==> src/rtl/w5300_dbg_pkg.sv <==
// Shared constants for the W5300 debug error monitor: error bit indices,
// watchdog state encoding and the error-count ceiling.
package w5300_dbg_pkg;

    localparam int ERR_TIMEOUT   = 0;
    localparam int ERR_MISMATCH  = 1;
    localparam int ERR_INT_STUCK = 2;

    typedef enum logic {
        IDLE = 1'b0,
        WAIT = 1'b1
    } wd_state_e;

    localparam logic [7:0] ERR_CNT_MAX = 8'd255;

    // Add 0..3 events to the count, clamping at ERR_CNT_MAX.
    function automatic logic [7:0] sat_add(input logic [7:0] base, input logic [1:0] n);
        logic [8:0] sum;
        sum = {1'b0, base} + {7'b0, n};
        return (sum > {1'b0, ERR_CNT_MAX}) ? ERR_CNT_MAX : sum[7:0];
    endfunction

endpackage

==> src/rtl/sync_2ff.sv <==
// Two-flop synchroniser for a single asynchronous debug pin; reset value is
// chosen per pin so an idle level reads back during reset.
module sync_2ff #(
    parameter logic RST_VAL = 1'b1
) (
    input  logic clk,
    input  logic rst,
    input  logic d,
    output logic q
);

    logic meta_q;
    logic sync_q;

    always_ff @(posedge clk or posedge rst) begin
        if (rst) begin
            meta_q <= RST_VAL;
            sync_q <= RST_VAL;
        end else begin
            meta_q <= d;
            sync_q <= meta_q;
        end
    end

    assign q = sync_q;

endmodule

==> src/rtl/w5300_err_monitor.sv <==
// W5300 debug error monitor: bus-handshake watchdog, readback mismatch check and
// stuck-INTn detector feeding three sticky active-low flags and a saturating count.
module w5300_err_monitor
    import w5300_dbg_pkg::*;
#(
    parameter int TIMEOUT_CYC   = 1000,
    parameter int INT_STUCK_CYC = 5000000,
    parameter int DATA_W        = 16
) (
    input  logic              clk,
    input  logic              rst,
    input  logic              req,
    input  logic              ack,
    input  logic              chk_en,
    input  logic [DATA_W-1:0] rd_data,
    input  logic [DATA_W-1:0] exp_data,
    input  logic              int_n_pin,
    input  logic              clr,
    output logic [2:0]        err_n,
    output logic [7:0]        err_cnt,
    output logic              busy
);

    localparam int WD_W = $clog2(TIMEOUT_CYC);
    localparam int ST_W = $clog2(INT_STUCK_CYC);
    localparam logic [WD_W-1:0] WD_LAST = WD_W'(TIMEOUT_CYC - 1);
    localparam logic [ST_W-1:0] ST_LAST = ST_W'(INT_STUCK_CYC - 1);
    localparam logic [ST_W-1:0] ST_ARM  = ST_W'(INT_STUCK_CYC - 2);

    wd_state_e       state_q;
    logic [WD_W-1:0] wd_cnt_q;
    logic            busy_q;
    logic [ST_W-1:0] st_cnt_q, st_cnt_d;
    logic [2:0]      err_n_q, err_n_d;
    logic [7:0]      err_cnt_q, err_cnt_d;
    logic            int_n_s;
    logic            evt_to, evt_mm, evt_st;
    logic [1:0]      n_evt;

    sync_2ff #(.RST_VAL(1'b1)) u_int_sync (
        .clk (clk),
        .rst (rst),
        .d   (int_n_pin),
        .q   (int_n_s)
    );

    // An ack on the expiry cycle completes the access, so it masks the timeout.
    assign evt_to = (state_q == WAIT) && !ack && (wd_cnt_q == WD_LAST);
    assign evt_mm = chk_en && (rd_data != exp_data);
    // Fire on the step into ST_LAST; the counter then parks there, giving one event per low period.
    assign evt_st = !int_n_s && (st_cnt_q == ST_ARM);

    always_ff @(posedge clk or posedge rst) begin
        if (rst) begin
            state_q  <= IDLE;
            wd_cnt_q <= '0;
            busy_q   <= 1'b0;
        end else begin
            case (state_q)
                IDLE: begin
                    if (req) begin
                        state_q  <= WAIT;
                        wd_cnt_q <= '0;
                        busy_q   <= 1'b1;
                    end
                end
                WAIT: begin
                    if (ack || (wd_cnt_q == WD_LAST)) begin
                        state_q <= IDLE;
                        busy_q  <= 1'b0;
                    end else begin
                        wd_cnt_q <= wd_cnt_q + 1'b1;
                    end
                end
                default: begin
                    state_q <= IDLE;
                    busy_q  <= 1'b0;
                end
            endcase
        end
    end

    always_comb begin
        st_cnt_d = st_cnt_q;
        if (int_n_s)
            st_cnt_d = '0;
        else if (st_cnt_q != ST_LAST)
            st_cnt_d = st_cnt_q + 1'b1;

        n_evt     = {1'b0, evt_to} + {1'b0, evt_mm} + {1'b0, evt_st};
        err_n_d   = clr ? 3'b111 : err_n_q;
        err_cnt_d = sat_add(clr ? 8'd0 : err_cnt_q, n_evt);
        if (evt_to) err_n_d[ERR_TIMEOUT]   = 1'b0;
        if (evt_mm) err_n_d[ERR_MISMATCH]  = 1'b0;
        if (evt_st) err_n_d[ERR_INT_STUCK] = 1'b0;
    end

    always_ff @(posedge clk or posedge rst) begin
        if (rst) begin
            st_cnt_q  <= '0;
            err_n_q   <= 3'b111;
            err_cnt_q <= '0;
        end else begin
            st_cnt_q  <= st_cnt_d;
            err_n_q   <= err_n_d;
            err_cnt_q <= err_cnt_d;
        end
    end

    assign err_n   = err_n_q;
    assign err_cnt = err_cnt_q;
    assign busy    = busy_q;

endmodule

==> config.mk <==
export PLATFORM = sky130hd
export DESIGN_NAME = w5300_err_monitor
export DESIGN_NICKNAME = d
export VERILOG_FILES = /design/src/rtl/w5300_dbg_pkg.sv /design/src/rtl/sync_2ff.sv /design/src/rtl/w5300_err_monitor.sv
export SDC_FILE = /design/constraint.sdc
export NUM_CORES = 1
export LEC_CHECK = 0
export BUFFER_PORTS_ARGS = -buffer_cell sky130_fd_sc_hd__buf_2
export CAP_MARGIN = 0
export CORE_MARGIN = 4
export CORE_UTILIZATION = 50
export CTS_CLUSTER_DIAMETER = 200
export DETAILED_ROUTE_END_ITERATION = 8
export PLACE_DENSITY = 0.73
export RECOVER_POWER = 100
export SETUP_SLACK_MARGIN = 0.1
export SYNTH_ARGS = -nofsm -noshare
export SYNTH_HDL_FRONTEND = slang
export SYNTH_SLANG_ARGS = --single-unit
export TNS_END_PERCENT = 100
==> constraint.sdc <==
create_clock -name clk -period 6.1 [get_ports clk]
set_input_delay 0.61 -clock clk [delete_from_list [all_inputs] [get_ports clk]]
set_output_delay 0.61 -clock clk [all_outputs]
set_load 0.02 [all_outputs]
=== Yosys cells after proc, flatten, opt, wreduce, memory -nomap -nowiden ===
Cells that the tools add are included.

* Output and inout port bits: 12
* Bits in registers: 48
* Word-level logic and storage cells: 54

* Bitwise logic cells: 1
* Reduce and logical (&&, ||, !) cells: 13
* Mux-type cells: 17
* Add/subtract/negate cells: 5
* Magnitude comparators: 1
* Equal/unequal tests: 7

{| class="wikitable"
|+ Operators by type and width
! kind !! count
|-
| 2-to-1 mux 23 bit || 2
|-
| adder 23 x 1 -> 23 bit, second input constant || 1
|-
| equality test 23 bit, second input constant || 1
|-
| != test 23 bit, second input constant || 1
|-
| 2-to-1 mux 10 bit || 2
|-
| case mux 10 bit (2 select lines) || 1
|-
| 2-to-1 mux 8 bit || 2
|-
| != test 16 bit || 1
|-
| adder 10 x 1 -> 10 bit, second input constant || 1
|-
| equality test 10 bit, second input constant || 1
|-
| adder 8 x 2 -> 9 bit || 1
|-
| greater-than comparator 9 x 8 -> 1 bit, second input constant || 1
|-
| nonzero test 2 bit || 4
|-
| 2-to-1 mux 1 bit || 7
|-
| logical AND 1 bit || 4
|-
| != test 2 bit, second input constant || 2
|-
| case mux 1 bit (2 select lines) || 2
|-
| AND reduction 2 bit || 2
|-
| 2-to-1 mux 3 bit || 1
|-
| adder 1 x 1 -> 2 bit || 1
|-
| adder 2 x 1 -> 2 bit || 1
|-
| logical NOT 1 bit || 2
|-
| != test 2 x 1 -> 1 bit, second input constant || 1
|-
| logical OR 1 bit || 1
|-
| NOT 1 bit || 1
|}

=== Logic depth before layout (Yosys ltp) ===
* Depth after elaboration: 8
* Mapped depth: 13

=== By module ===
Synthesis repeated with hierarchy kept, for this count alone.

* Cell total of the unflattened synthesis: 273
* Area total of the unflattened synthesis: 2,608.8 um^2

{| class="wikitable"
|+ Modules (own cells, without submodules)
! module !! cells an instance !! sequential area each (um^2) !! instances !! area each (um^2)
|-
| w5300_err_monitor || 270 || 1,154.9 || 1 || 2,552.4
|-
| sync_2ff || 3 || 52.6 || 1 || 56.3
|}

=== Least setup slack after synthesis ===
OpenSTA, ideal clock, no wires.

* Kind: input port to flip-flop
* From: input port exp_data[10]
* To: register err_cnt_q[4] (netlist: err_cnt[4])
* Cell stages on the path: 11
* Setup slack: 3.010 ns
* Library setup time: 0.083 ns
* Data arrival time: 3.007 ns
* Path buffers: 0
* Data required time: 6.017 ns
* Cells stage by stage: xnor2_1 -> nand4_1 -> o41ai_1 -> xor2_1 -> ha_1 -> ha_1 -> inv_1 -> fa_1 -> nor3_1 -> nand4b_1 -> o21ai_0

* Cells in the longest elaborated chain, start to end: 7

{| class="wikitable"
|+ RTL lines
! item !! RTL line !! source
|-
| start: declaration || w5300_err_monitor.sv:16 || <nowiki>input logic [DATA_W-1:0] exp_data,</nowiki>
|-
| != test 16 bit * || w5300_err_monitor.sv:49 || <nowiki>assign evt_mm = chk_en && (rd_data != exp_data);</nowiki>
|-
| logical AND 1 bit * || w5300_err_monitor.sv:49 ||
|-
| adder 1 x 1 -> 2 bit * || w5300_err_monitor.sv:90 || <nowiki>n_evt = {1'b0, evt_to} + {1'b0, evt_mm} + {1'b0, evt_st};</nowiki>
|-
| adder 2 x 1 -> 2 bit * || w5300_err_monitor.sv:90 ||
|-
| adder 8 x 2 -> 9 bit * || w5300_dbg_pkg.sv:19 || <nowiki>sum = {1'b0, base} + {7'b0, n};</nowiki>
|-
| greater-than comparator 9 x 8 -> 1 bit || w5300_dbg_pkg.sv:20 || <nowiki>return (sum > {1'b0, ERR_CNT_MAX}) ? ERR_CNT_MAX : sum[7:0];</nowiki>
|-
| 2-to-1 mux 8 bit * || w5300_dbg_pkg.sv:20 ||
|-
| via err_cnt_d[4] || w5300_err_monitor.sv:35 || <nowiki>logic [7:0] err_cnt_q, err_cnt_d;</nowiki>
|-
| end signal: assignment || w5300_err_monitor.sv:106 || <nowiki>err_cnt_q <= err_cnt_d;</nowiki>
|-
| end: declaration || w5300_err_monitor.sv:35 ||
|}

Mark *: on every way through the listed nets, which the timed path passes. The rest lies on a longest branch.
A chain may end at the register's enable or synchronous reset.

=== Worst setup path in the final report ===
* From: register wd_cnt_q[0]
* To: register err_cnt_q[5] (netlist: err_cnt[5])

* Cells in the longest elaborated chain, start to end: 7

{| class="wikitable"
|+ RTL lines
! item !! RTL line !! source
|-
| start: declaration || w5300_err_monitor.sv:31 || <nowiki>logic [WD_W-1:0] wd_cnt_q;</nowiki>
|-
| start signal: assignment || w5300_err_monitor.sv:72 || <nowiki>wd_cnt_q <= wd_cnt_q + 1'b1;</nowiki>
|-
| equality test 10 bit * || w5300_err_monitor.sv:48 || <nowiki>assign evt_to = (state_q == WAIT) && !ack && (wd_cnt_q == WD_LAST);</nowiki>
|-
| logical AND 1 bit * || w5300_err_monitor.sv:48 ||
|-
| adder 1 x 1 -> 2 bit * || w5300_err_monitor.sv:90 ||
|-
| adder 2 x 1 -> 2 bit * || w5300_err_monitor.sv:90 ||
|-
| adder 8 x 2 -> 9 bit * || w5300_dbg_pkg.sv:19 ||
|-
| greater-than comparator 9 x 8 -> 1 bit || w5300_dbg_pkg.sv:20 ||
|-
| 2-to-1 mux 8 bit * || w5300_dbg_pkg.sv:20 ||
|-
| via err_cnt_d[5] || w5300_err_monitor.sv:35 ||
|}

Marks and branches as above.

==> impl.org <==
** Pwr
- Registers are responsible for 54.0% of the overall power.
- Portion of total power attributed to combinational logic :: 11.3%
- Sw frac :: 24.0%
- Across the VDD grid, the largest voltage drop is 0.000158 V.
- Cell-internal power :: 0.485 mW
- Summed over all nets, the switching power comes to 0.154 mW.
- The clock network accounts for 34.7% of the total power.
- Pwr per Cell Area :: 214 mW/mm^2
- Static Leakage :: 1.28 nW

** Yosys
- Warnings, synthesis :: 0
- Portion of the post-synthesis area used by sequential elements :: 46.5%
- After synthesis, the mean cell area works out to 9.69 um^2.
- Flops & latches, synth :: 48
- Unique cell type count in the Yosys netlist :: 42
- Cells taking the most area after synthesis :: dfrtp_1 41%, xnor2_1 8.8%, nor2_1 5.8%, xor2_1 5.7%, dfstp_2 5.1%
- Nets in the synthesized netlist :: 314
- In this run the biggest area consumer among cell types represents 41.4% of the synthesized area.
- Synthesized instance count :: 268
- Library cell with the largest summed area after synthesis :: dfrtp_1
- Summed instance area of the synthesized netlist :: 0.00260 mm^2

** Finish
- Core utilization of the finished layout :: 61.2%
- Final nets :: 367
- Ratio of cells with drive above 1 in the final layout :: 16.8%
- Layout-stage area growth over the synthesis result :: 15.0%
- Diode insertion count for antenna repair :: 0
- Most common cell after layout, fill and taps aside :: dfrtp_1
- Counting the fill cells in the layout gives 455.
- Commonest cells after routing, fill and taps aside :: 43 x dfrtp_1, 40 x nor2_1, 37 x buf_2, 26 x xnor2_1, 20 x nand2_1

** Clock network
- Buffers inserted during clock tree synthesis total 5.
- Count of buffers added by post-CTS timing repair for setup :: 0
- Clock transition at the registers of the reported paths :: 0.08 ns
- Number of resized instances in the post-cts repair step :: 0
- Hold-fix buffers, CTS :: 0
- In this run the deepest clock path goes through 2 buffers.
- Count of clock tree sinks :: 48
- Root buffer cell :: clkbuf_8
- Source-to-sink clock delay at the later pin of the worst-skew pair :: 0.29 ns
- CTS H-tree depth :: 2
- TritonCTS clock tree :: built

** Die
- Number of top-level pins :: 51
- The die covers 0.00641 mm^2.
- Standard cell core area :: 0.00488 mm^2
- Y dimension of the die :: 80.1 um
- The initial utilization of the core area, before any placement, comes to 53.2%.
- The initialized floorplan defines 25 standard-cell rows.
- The die is 80.1 um wide.

** Worst setup path
- Endpoint of the worst-slack reg-to-reg timing path :: err_cnt[5]
- Crit. Startpoint :: wd_cnt_q[0]
- For the worst flop-to-flop path, the logic depth is 12.
- STA classifies the critical path endpoint as a register.
- The startpoint identified for the worst register-to-register timing path is wd_cnt_q[0].
- Data required time of the worst path :: 6.32 ns
- R2r setup slk :: 2.70 ns
- The critical path in this run is classified as register to register.
- Kind of start point of the critical path :: register
- Following the worst setup path forward leads to its endpoint at err_cnt[5].
- Data arrival time of the critical path :: 3.62 ns
- Crit-path max FO :: 6

** GRT
- Met2 GRT Util :: 30.3%
- Initial antenna violation count :: 0
- Maximum number of pins on one net before global-route repair :: 49
- Global-route wire length before repair :: 8.80 mm
- Number of global-route vias before repair :: 2010
- The global routing stage identified its most utilized layer as met2.
- All-Layer GR Usage :: 17.2%
- Overall overflow remaining after global route :: 0
- Met1 layer usage reported by global route :: 21.5%
- Routing usage on met3 :: 3.70%

** Timing
- Count of final setup violators :: 0
- Hold is met by 0.359 ns.
- The final-report max-slew violation count is 49.
- Setup repair after global routing missed its margin :: no
- Final critical path time including I/O delays and setup :: 3.40 ns
- After routing, the total negative slack on setup checks comes to 0 ns.
- Transition time at the pin with the least slew margin :: 1.76 ns
- The final critical path takes up 55.8% of the cycle.
- Relative slew slack :: -17.6%
- Number of endpoints with negative hold slack in the final report :: 0
- For the final database, setup skew stands at 0.00747 ns.
- Derived from the worst setup path, the maximum achievable clock frequency is 294 MHz.

** Status
- The final reports fail on capacitance limit, slew limit.
- Outcome :: complete, but fails checks

** Detailed routing
- Residual DRC :: 0
- Final antenna-violating net count :: 0
- Detail-routed via count per cell :: 5.27
- After detailed routing, the total wire length is 5.17 mm.
- First-pass iteration count of the detailed router :: 4
- DR WL/cell :: 13.3 um
- Initial detailed-routing violation count :: 85
- Total via count after detailed routing :: 2050

** Min path
- Hold wc startpoint :: u_int_sync.meta_q
- Worst min path class :: register to register

** Run
- Across the run, the number of max-cap violations was 1.

** Placed design
- At the end of routability-driven placement, the weighted congestion stood at 0.854.
- Post-detailed-placement half-perimeter wirelength :: 3.88 mm
- Buffers placed on the I/O ports in this run total 50.
==> flip-flops by register name, indices dropped and copies added (netlist names) <==
signal	count
u_int_sync.meta_q	1
state_q	1
err_n	3
busy	1
st_cnt_q	23
err_cnt	8
u_int_sync.q	1
wd_cnt_q	10
==> cell families after synthesis <==
| kind of cell | count (synthesis) | share of synthesized area (%) |
|---|---|---|
| and+or+nand+nor | 127 | 25.8 |
| muxes | 4 | 1.59 |
| buffers and inverters | 14 | 2.07 |
| DFF | 48 | 46.5 |
| xor gates and xnor gates | 43 | 14.5 |
| adders and majority gates | 7 | 3.66 |
| AOI/OAI and AO/OA | 25 | 5.88 |
==> through the flow <==
| stage | setup WS [ns] | std cells | instance area, um^2 | total power, mW |
|---|---|---|---|---|
| after floorplan | 3.01 | 268 | 2600 | 0.395 |
| after global placement | 2.68 | 381 | 2920 | 0.423 |
| after detailed placement | 2.48 | 381 | 2920 | 0.425 |
| after CTS | 2.71 | 389 | 3020 | 0.649 |
| after global routing | 2.39 | 389 | 2990 | 0.672 |
| final | 2.70 | 389 | 2990 | 0.638 |
==> how the worst min path moves through the flow <==
stage | end | slack, ns | cells after the start
after floorplan | u_int_sync.q | 0.35 | 0
after global placement | u_int_sync.q | 0.35 | 0
after CTS | u_int_sync.q | 0.36 | 0
after global routing | u_int_sync.q | 0.37 | 0
final | u_int_sync.q | 0.36 | 0
after detailed placement | u_int_sync.q | 0.35 | 0
==> metal layers <==
metal | part of all wire (%) | vias up
met3 | 3.4 | 7
met2 | 51 | 31
met1 | 45 | 985
met5 | 0 | -
li1 | - | 1027
met4 | 0.89 | 0
==> synthesized netlist by cell type <==
master     count
a31oi_1        1
or4_4          2
or3_1          1
mux2i_1        3
o41ai_1        1
nor4bb_1       1
inv_1         10
and2_1         1
and3_1         1
dfstp_2        5
nand4_1       13
o21ai_0       11
o21a_1         3
buf_2          1
xor2_1        17
nor4_1         3
o2bb2ai_1      1
and4_2         1
clkbuf_1       3
nand3b_1       1
or4_1          2
a21oi_1        4
and4_1         2
fa_1           1
nand3_1       12
nor3_2         1
ha_1           6
nor2b_1        5
nand4_2        2
o31ai_1        2
mux2_2         1
nand2_1       20
dfrtp_1       43
nand4b_1       1
nor3_1         7
o221ai_1       1
nand2b_1       7
xnor2_1       26
nor2_1        40
a211oi_1       1
or2_2          2
nor4b_1        2
==> cell type report <==
class,count,area [um^2],area share [%]
clock buffers,6,72.6,2.43
flip-flops and latches,48,1210,40.4
multi-input cells,206,1320,44.1
well taps,67,83.8,2.81
inverters,10,37.5,1.26
repair buffers,50,234,7.83
clock inverters,2,35.0,1.17
==> power groups by stage <==
stage | clock network, mW | logic [mW] | registers, mW
after detailed placement | 0 | 0.0747 | 0.350
after floorplan | 0 | 0.0441 | 0.351
final | 0.222 | 0.0720 | 0.345
after global placement | 0 | 0.0734 | 0.350
after CTS | 0.229 | 0.0750 | 0.344
after global routing | 0.243 | 0.0828 | 0.347
==> worst max-delay path: stages (launching register included) <==
cell	delay, ns
dfrtp_1	0.40
ha_1	0.22
nor4bb_1	0.40
and3_1	0.26
nand2_1	0.12
xor2_1	0.16
ha_1	0.31
ha_1	0.15
inv_1	0.06
fa_1	0.44
nor3_1	0.34
nand4b_1	0.30
o21ai_0	0.16
Power figures use the tool's default switching activity.
